File: src/rtl/wb_stream_pkg.sv
// wb_stream_pkg: shared Wishbone constants, arbiter states and width helper
package wb_stream_pkg;
  localparam logic [2:0] CTI_CLASSIC = 3'b000;
  localparam logic [2:0] CTI_CONST = 3'b001;
  localparam logic [2:0] CTI_INCR = 3'b010;
  localparam logic [2:0] CTI_EOB = 3'b111;
  localparam logic [1:0] BTE_LINEAR = 2'b00;
  localparam logic [1:0] BTE_WRAP4 = 2'b01;
  localparam logic [1:0] BTE_WRAP8 = 2'b10;
  localparam logic [1:0] BTE_WRAP16 = 2'b11;
  typedef enum logic {ARB_IDLE, ARB_BUSY} arb_state_e;
  function automatic int idx_w(input int n);
    return (n > 2) ? $clog2(n) : 1;
  endfunction
endpackage

File: src/rtl/wb_arb_rr_sel.sv
// wb_arb_rr_sel: combinational round-robin pick of the first requester after last_i
module wb_arb_rr_sel
  import wb_stream_pkg::*;
#(
  parameter int N = 2,
  parameter int IW = idx_w(N)
) (
  input  logic [N-1:0]  req_i,
  input  logic [IW-1:0] last_i,
  output logic [IW-1:0] idx_o,
  output logic          valid_o
);
  logic [N-1:0] rot;
  int off;
  // rotate so bit 0 is the master just after last_i, then take the lowest set bit
  always_comb begin
    rot = N'({req_i, req_i} >> (int'(last_i) + 1));
    off = 0;
    for (int k = N - 1; k >= 0; k--) off = rot[k] ? k : off;
    idx_o = IW'((int'(last_i) + 1 + off) % N);
    valid_o = |req_i;
  end
endmodule

File: src/rtl/wb_stream_arbiter.sv
// wb_stream_arbiter: round-robin Wishbone arbiter with cycle-granular grants and a stall watchdog
module wb_stream_arbiter
  import wb_stream_pkg::*;
#(
  parameter int WB_DW = 32,
  parameter int WB_AW = 32,
  parameter int NUM_MASTERS = 2,
  parameter int TIMEOUT = 256
) (
  input  logic                           clk,
  input  logic                           rst,
  input  logic [NUM_MASTERS*WB_AW-1:0]   wbm_adr_i,
  input  logic [NUM_MASTERS*WB_DW-1:0]   wbm_dat_i,
  input  logic [NUM_MASTERS*WB_DW/8-1:0] wbm_sel_i,
  input  logic [NUM_MASTERS-1:0]         wbm_we_i,
  input  logic [NUM_MASTERS-1:0]         wbm_cyc_i,
  input  logic [NUM_MASTERS-1:0]         wbm_stb_i,
  input  logic [NUM_MASTERS*3-1:0]       wbm_cti_i,
  input  logic [NUM_MASTERS*2-1:0]       wbm_bte_i,
  output logic [WB_DW-1:0]               wbm_dat_o,
  output logic [NUM_MASTERS-1:0]         wbm_ack_o,
  output logic [NUM_MASTERS-1:0]         wbm_err_o,
  output logic [NUM_MASTERS-1:0]         wbm_rty_o,
  output logic [WB_AW-1:0]               wbs_adr_o,
  output logic [WB_DW-1:0]               wbs_dat_o,
  output logic [WB_DW/8-1:0]             wbs_sel_o,
  output logic                           wbs_we_o,
  output logic                           wbs_cyc_o,
  output logic                           wbs_stb_o,
  output logic [2:0]                     wbs_cti_o,
  output logic [1:0]                     wbs_bte_o,
  input  logic [WB_DW-1:0]               wbs_dat_i,
  input  logic                           wbs_ack_i,
  input  logic                           wbs_err_i,
  input  logic                           wbs_rty_i,
  output logic [NUM_MASTERS-1:0]         grant_o,
  output logic                           timeout_o
);
  localparam int IW = idx_w(NUM_MASTERS);
  localparam int WW = idx_w(TIMEOUT + 1);
  localparam int SW = WB_DW / 8;
  localparam logic [WW-1:0] WD_MAX = WW'((TIMEOUT > 0) ? TIMEOUT - 1 : 0);
  arb_state_e state_q, state_d;
  logic [IW-1:0] gnt_q, gnt_d, last_q, last_d, sel_idx;
  logic [WW-1:0] wd_q, wd_d;
  logic [NUM_MASTERS-1:0] owner;
  logic sel_vld, busy, stb_raw, resp, expire;

  wb_arb_rr_sel #(.N(NUM_MASTERS), .IW(IW)) u_sel (
    .req_i(wbm_cyc_i),
    .last_i(last_q),
    .idx_o(sel_idx),
    .valid_o(sel_vld)
  );

  // route the owner's request to the slave and the slave's response back to the owner only
  always_comb begin
    busy = state_q == ARB_BUSY;
    owner = busy ? NUM_MASTERS'(1) << gnt_q : '0;
    resp = wbs_ack_i | wbs_err_i | wbs_rty_i;
    stb_raw = busy & wbm_cyc_i[gnt_q] & wbm_stb_i[gnt_q];
    expire = (TIMEOUT > 0) && stb_raw && !resp && wd_q == WD_MAX;
    wbs_adr_o = busy ? wbm_adr_i[int'(gnt_q)*WB_AW +: WB_AW] : '0;
    wbs_dat_o = busy ? wbm_dat_i[int'(gnt_q)*WB_DW +: WB_DW] : '0;
    wbs_sel_o = busy ? wbm_sel_i[int'(gnt_q)*SW +: SW] : '0;
    wbs_cti_o = busy ? wbm_cti_i[int'(gnt_q)*3 +: 3] : '0;
    wbs_bte_o = busy ? wbm_bte_i[int'(gnt_q)*2 +: 2] : '0;
    wbs_we_o = busy & wbm_we_i[gnt_q];
    wbs_cyc_o = busy & wbm_cyc_i[gnt_q];
    wbs_stb_o = stb_raw & ~expire;
    wbm_dat_o = wbs_dat_i;
    wbm_ack_o = wbs_ack_i ? owner : '0;
    wbm_err_o = (wbs_err_i | expire) ? owner : '0;
    wbm_rty_o = wbs_rty_i ? owner : '0;
    grant_o = owner;
    timeout_o = expire;
  end

  // grant in IDLE, release only when the owner drops cyc; watchdog counts unanswered strobes
  always_comb begin
    state_d = busy ? (wbm_cyc_i[gnt_q] ? ARB_BUSY : ARB_IDLE) : (sel_vld ? ARB_BUSY : ARB_IDLE);
    gnt_d = (!busy && sel_vld) ? sel_idx : gnt_q;
    last_d = (busy && !wbm_cyc_i[gnt_q]) ? gnt_q : last_q;
    wd_d = (TIMEOUT > 0 && stb_raw && !resp && !expire) ? wd_q + 1'b1 : '0;
  end

  // state registers; last_q resets to the top index so master 0 wins first
  always_ff @(posedge clk) begin
    if (rst) begin
      state_q <= ARB_IDLE;
      gnt_q <= '0;
      last_q <= IW'(NUM_MASTERS - 1);
      wd_q <= '0;
    end else begin
      state_q <= state_d;
      gnt_q <= gnt_d;
      last_q <= last_d;
      wd_q <= wd_d;
    end
  end
endmodule

File: config.mk
export PLATFORM = sky130hd
export DESIGN_NAME = wb_stream_arbiter
export DESIGN_NICKNAME = d
export VERILOG_FILES = /design/src/rtl/wb_stream_pkg.sv /design/src/rtl/wb_arb_rr_sel.sv /design/src/rtl/wb_stream_arbiter.sv
export SDC_FILE = /design/constraint.sdc
export NUM_CORES = 1
export LEC_CHECK = 0
export BUFFER_PORTS_ARGS = -buffer_cell sky130_fd_sc_hd__buf_2
export CAP_MARGIN = 20
export CORE_AREA = 4 4 115 117
export CTS_BUF_LIST = sky130_fd_sc_hd__clkbuf_16
export DETAILED_ROUTE_END_ITERATION = 12
export DIE_AREA = 0 0 119 121
export GPL_TIMING_DRIVEN = 0
export PLACE_DENSITY = 0.53
export REMOVE_ABC_BUFFERS = 1
export SYNTH_ARGS = -nofsm -noshare
export SYNTH_HDL_FRONTEND = slang
export SYNTH_SLANG_ARGS = --single-unit
File: constraint.sdc
create_clock -name clk -period 2 [get_ports clk]
set_input_delay 0.2 -clock clk [delete_from_list [all_inputs] [get_ports clk]]
set_output_delay 0.2 -clock clk [all_outputs]
set_load 0.01 [all_outputs]
==> summary.txt <==
Clock tree
  • Clock Tree Root: clkbuf_16
  • Clock sink count: 12
  • CTS H-tree lvls: 1
  • Max clock buf depth: 2
  • Clock Pin Slew Worst Setup and Hold Paths: 0.04 ns
  • Worst skew pair latency: 0.24 ns
  • CTS tree: built
  • Total CTS buffers: 3

Critical path
  • Slowest Stage Delay on Critical Path: 0.38 ns
  • Crit start category: register
  • Crit. End Element: output port
  • Critical path fanouts, max: 3
  • Crit path arrival time: 1.77 ns
  • Worst EP required: 1.80 ns
  • Crit path max-delay cell type: or3b_4
  • Crit-path cells: ha_4 > nand2_4 > nor3_4 > ha_2 > or3b_4 > nor3_1 > buf_2
  • Crit Path Class: register to output port

Routing
  • Wire per inst: 15.00 um
  • DRT Pass-1 Iters: 4
  • Post-route DRC: 0
  • Final WL: 9691 um
  • Via count: 2,701
  • Post-route ant nets: 0
  • Post-detailed-route via-to-cell ratio: 4.181
  • Starting DRT DRC Count: 95

Power
  • Sw frac: 0.3298
  • Flop pwr share: 0.204
  • VDD IR max: 0.3998 mV
  • P_int: 859.0 uW
  • Clk pwr share: 0.282
  • Pwr Density: 365.5 mW/mm^2
  • Leak: 1.762 nW
  • Comb power frac: 0.513
  • Power Total: 1.282 mW
  • Sw power: 422.8 uW

Timing
  • Worst Tran Pin Value: 0.5083 ns
  • RSZ-0062 raised after global routing: true
  • Clock Skews: 0.003077 ns
  • Min Clock Period, post-route: 1.969 ns
  • Relative max-transition margin: 0.6611
  • F_max: 0.5079 GHz
  • Period utilisation layout: 0.9844
  • Max Slew Vio Count: 0
  • Fin Hold WS: 0.1812 ns
  • Final-report hold violation count: 0
  • Final setup fails: 0

Finish
  • Register area: 256.5 um^2
  • Fillers: 1,345
  • P&R area growth vs syn: 60.17%
  • Layout cells sized above 1: 0.5675
  • Fin nets: 666
  • Area of the multi-input gates: 0.001638 mm^2
  • Antenna cell count: 0

Floorplanning
  • Io pins: 306
  • # rows: 41
  • Die Footprint: 0.01440 mm^2
  • Core Footprint: 0.01236 mm^2
  • Die H: 121 um
  • Die Span X: 119 um
  • Initial core utilization: 0.1771

Synth
  • Yosys top cell by area: mux2i_1
  • Mean Syn Cell Area: 7.991 um^2
  • Register area share after synthesis: 0.1097
  • Yosys top cell area share: 0.3429
  • Synth Cell Area: 0.002190 mm^2
  • Yosys warns: 0
  • #FFs+latches synth: 12
  • Top post-synthesis cells by area: mux2i_1, nor2b_1, buf_4
  • Synth unique cells: 33
  • Post-Synthesis Cells: 274

Global route
  • Initial antenna violation count: 0
  • GRT Residual Overflow: 0
  • Global-route wire length before repair: 13,900 um
  • Total GRT Usage: 0.1196
  • Largest net degree at the start of global routing: 59
  • Vias in the first global route: 2,509

Place
  • I/O Buffers: 241
  • Gpl congestion: 0.7350
  • Hpwl dp: 8101 um

Status
  • Outcome: finished clean

Flow run
  • Max_cap viols: 0

Worst hold path
  • Worst Hold Class: input port to register
-- cells by family (layout without fill, tap and decap cells) --
group,count (synthesis),after routing,share of synthesized area
AOI/OAI and AO/OA,16,16,0.05028
muxes,75,75,0.3429
and+or+nand+nor,111,111,0.3074
adders and majority gates,2,2,0.01143
buffers and inverters,55,255,0.1663
xor gates and xnor gates,3,3,0.01200
DFF,12,12,0.1097
-- critical path: cells and delay by family (launching register included) --
kind	cells	cell delay, ns
AND/OR/NAND/NOR	4	0.67
flip-flops	1	0.35
adder cells (fa/ha/maj)	2	0.35
buffers and inverters	1	0.16
-- layout make-up --
class,count,area share
multi-input cells,207,0.4670
well taps,172,0.06136
clock buffers,3,0.02141
flip-flops and latches,12,0.07314
clock inverters,1,0.001070
repair buffers,247,0.3717
inverters,4,0.004281
-- cells in the final DEF (no fill, tap or decap), types with 2 or more instances in the layout --
master,synthesis,layout
buf_2,3,241
nor2b_1,78,78
mux2i_1,75,75
nor3_1,9,8
dfxtp_1,12,5
inv_1,4,4
o21ai_0,4,4
dfxtp_2,0,4
nand2_1,4,3
and2_1,3,3
and3_1,3,3
or3_1,3,3
a21oi_1,3,3
clkbuf_16,0,3
dfxtp_4,0,3
buf_4,39,3
nand3_2,1,2
a31oi_1,2,2
nor2_1,3,2
a211oi_2,2,2
xor2_1,2,2
buf_16,0,2
-- per-layer routing --
layer / vias up / GRT usage / routed length, um
met4: 2 / 0.01883 / 70
met3: 8 / 0.05967 / 1195
met5: - / 0.01838 / 34
met2: 178 / 0.1879 / 4439
met1: 1215 / 0.1484 / 3951
li1: 1298 / - / -
-- stage by stage --
stage	setup TNS [ns]	worst slack [ns]	util	instances	cell area, um^2
after CTS	-0.008148	-0.008148	0.2810	645	3475
after detailed placement	-0.1783	-0.09960	0.2681	638	3314
after global routing	-0.1426	-0.08379	0.2837	646	3507
after floorplan	-142.61	-1.996	-	223	1841
after global placement	-215.28	-2.833	0.2638	636	3262
final	0	0.03113	0.2837	646	3507
-- state kept, by name (all words and copies together) (netlist names) --
signal / count
wd_q: 9
busy: 1
gnt_q: 1
last_q: 1
-- cell usage after synthesis --
| cell type | count |
|---|---|
| a211o_1 | 1 |
| a211oi_1 | 1 |
| a211oi_2 | 2 |
| a21oi_1 | 3 |
| a221oi_1 | 1 |
| a31oi_1 | 2 |
| and2_1 | 3 |
| and3_1 | 3 |
| and3b_1 | 1 |
| buf_2 | 3 |
| buf_4 | 39 |
| buf_6 | 1 |
| clkbuf_1 | 8 |
| dfxtp_1 | 12 |
| ha_1 | 2 |
| inv_1 | 4 |
| mux2i_1 | 75 |
| nand2_1 | 4 |
| nand2b_1 | 1 |
| nand3_1 | 2 |
| nand3_2 | 1 |
| nand4_1 | 1 |
| nor2_1 | 3 |
| nor2b_1 | 78 |
| nor3_1 | 9 |
| nor3b_1 | 1 |
| o21ai_0 | 4 |
| o21ai_1 | 1 |
| o21bai_1 | 1 |
| or3_1 | 3 |
| or3b_2 | 1 |
| xnor2_1 | 1 |
| xor2_1 | 2 |
-- what timing repair did --
action / 4_1_cts / 5_1_grt
pin swaps: 4 / 2
resized for setup: 12 / 7
setup buffers: 3 / 1
endpoints found under the hold margin: 0 / 0
endpoints found under the setup margin: 7 / 5
hold buffers: 0 / 0
-- final timing paths --
check / from / to / slack [ns] / depth (start not counted)
worst max-delay path: wd_q[1]$_SDFF_PP0_ / timeout_o / 0.03 / 7
worst min-delay path: rst / gnt_q$_SDFFE_PP0P_ / 0.18 / 2
worst max register to register: wd_q[1]$_SDFF_PP0_ / wd_q[5]$_SDFF_PP0_ / 0.45 / 7
worst min register to register: wd_q[7]$_SDFF_PP0_ / wd_q[7]$_SDFF_PP0_ / 0.51 / 2
-- power groups by stage --
stage	sequential [mW]	clock [mW]	combinational, mW
detailed placement	0.289	0	0.630
floorplan	0.312	0	0.305
finish	0.262	0.362	0.658
CTS	0.277	0.365	0.653
global placement	0.335	0	0.597
global route	0.265	0.383	0.721
Power figures use the tool's default switching activity.
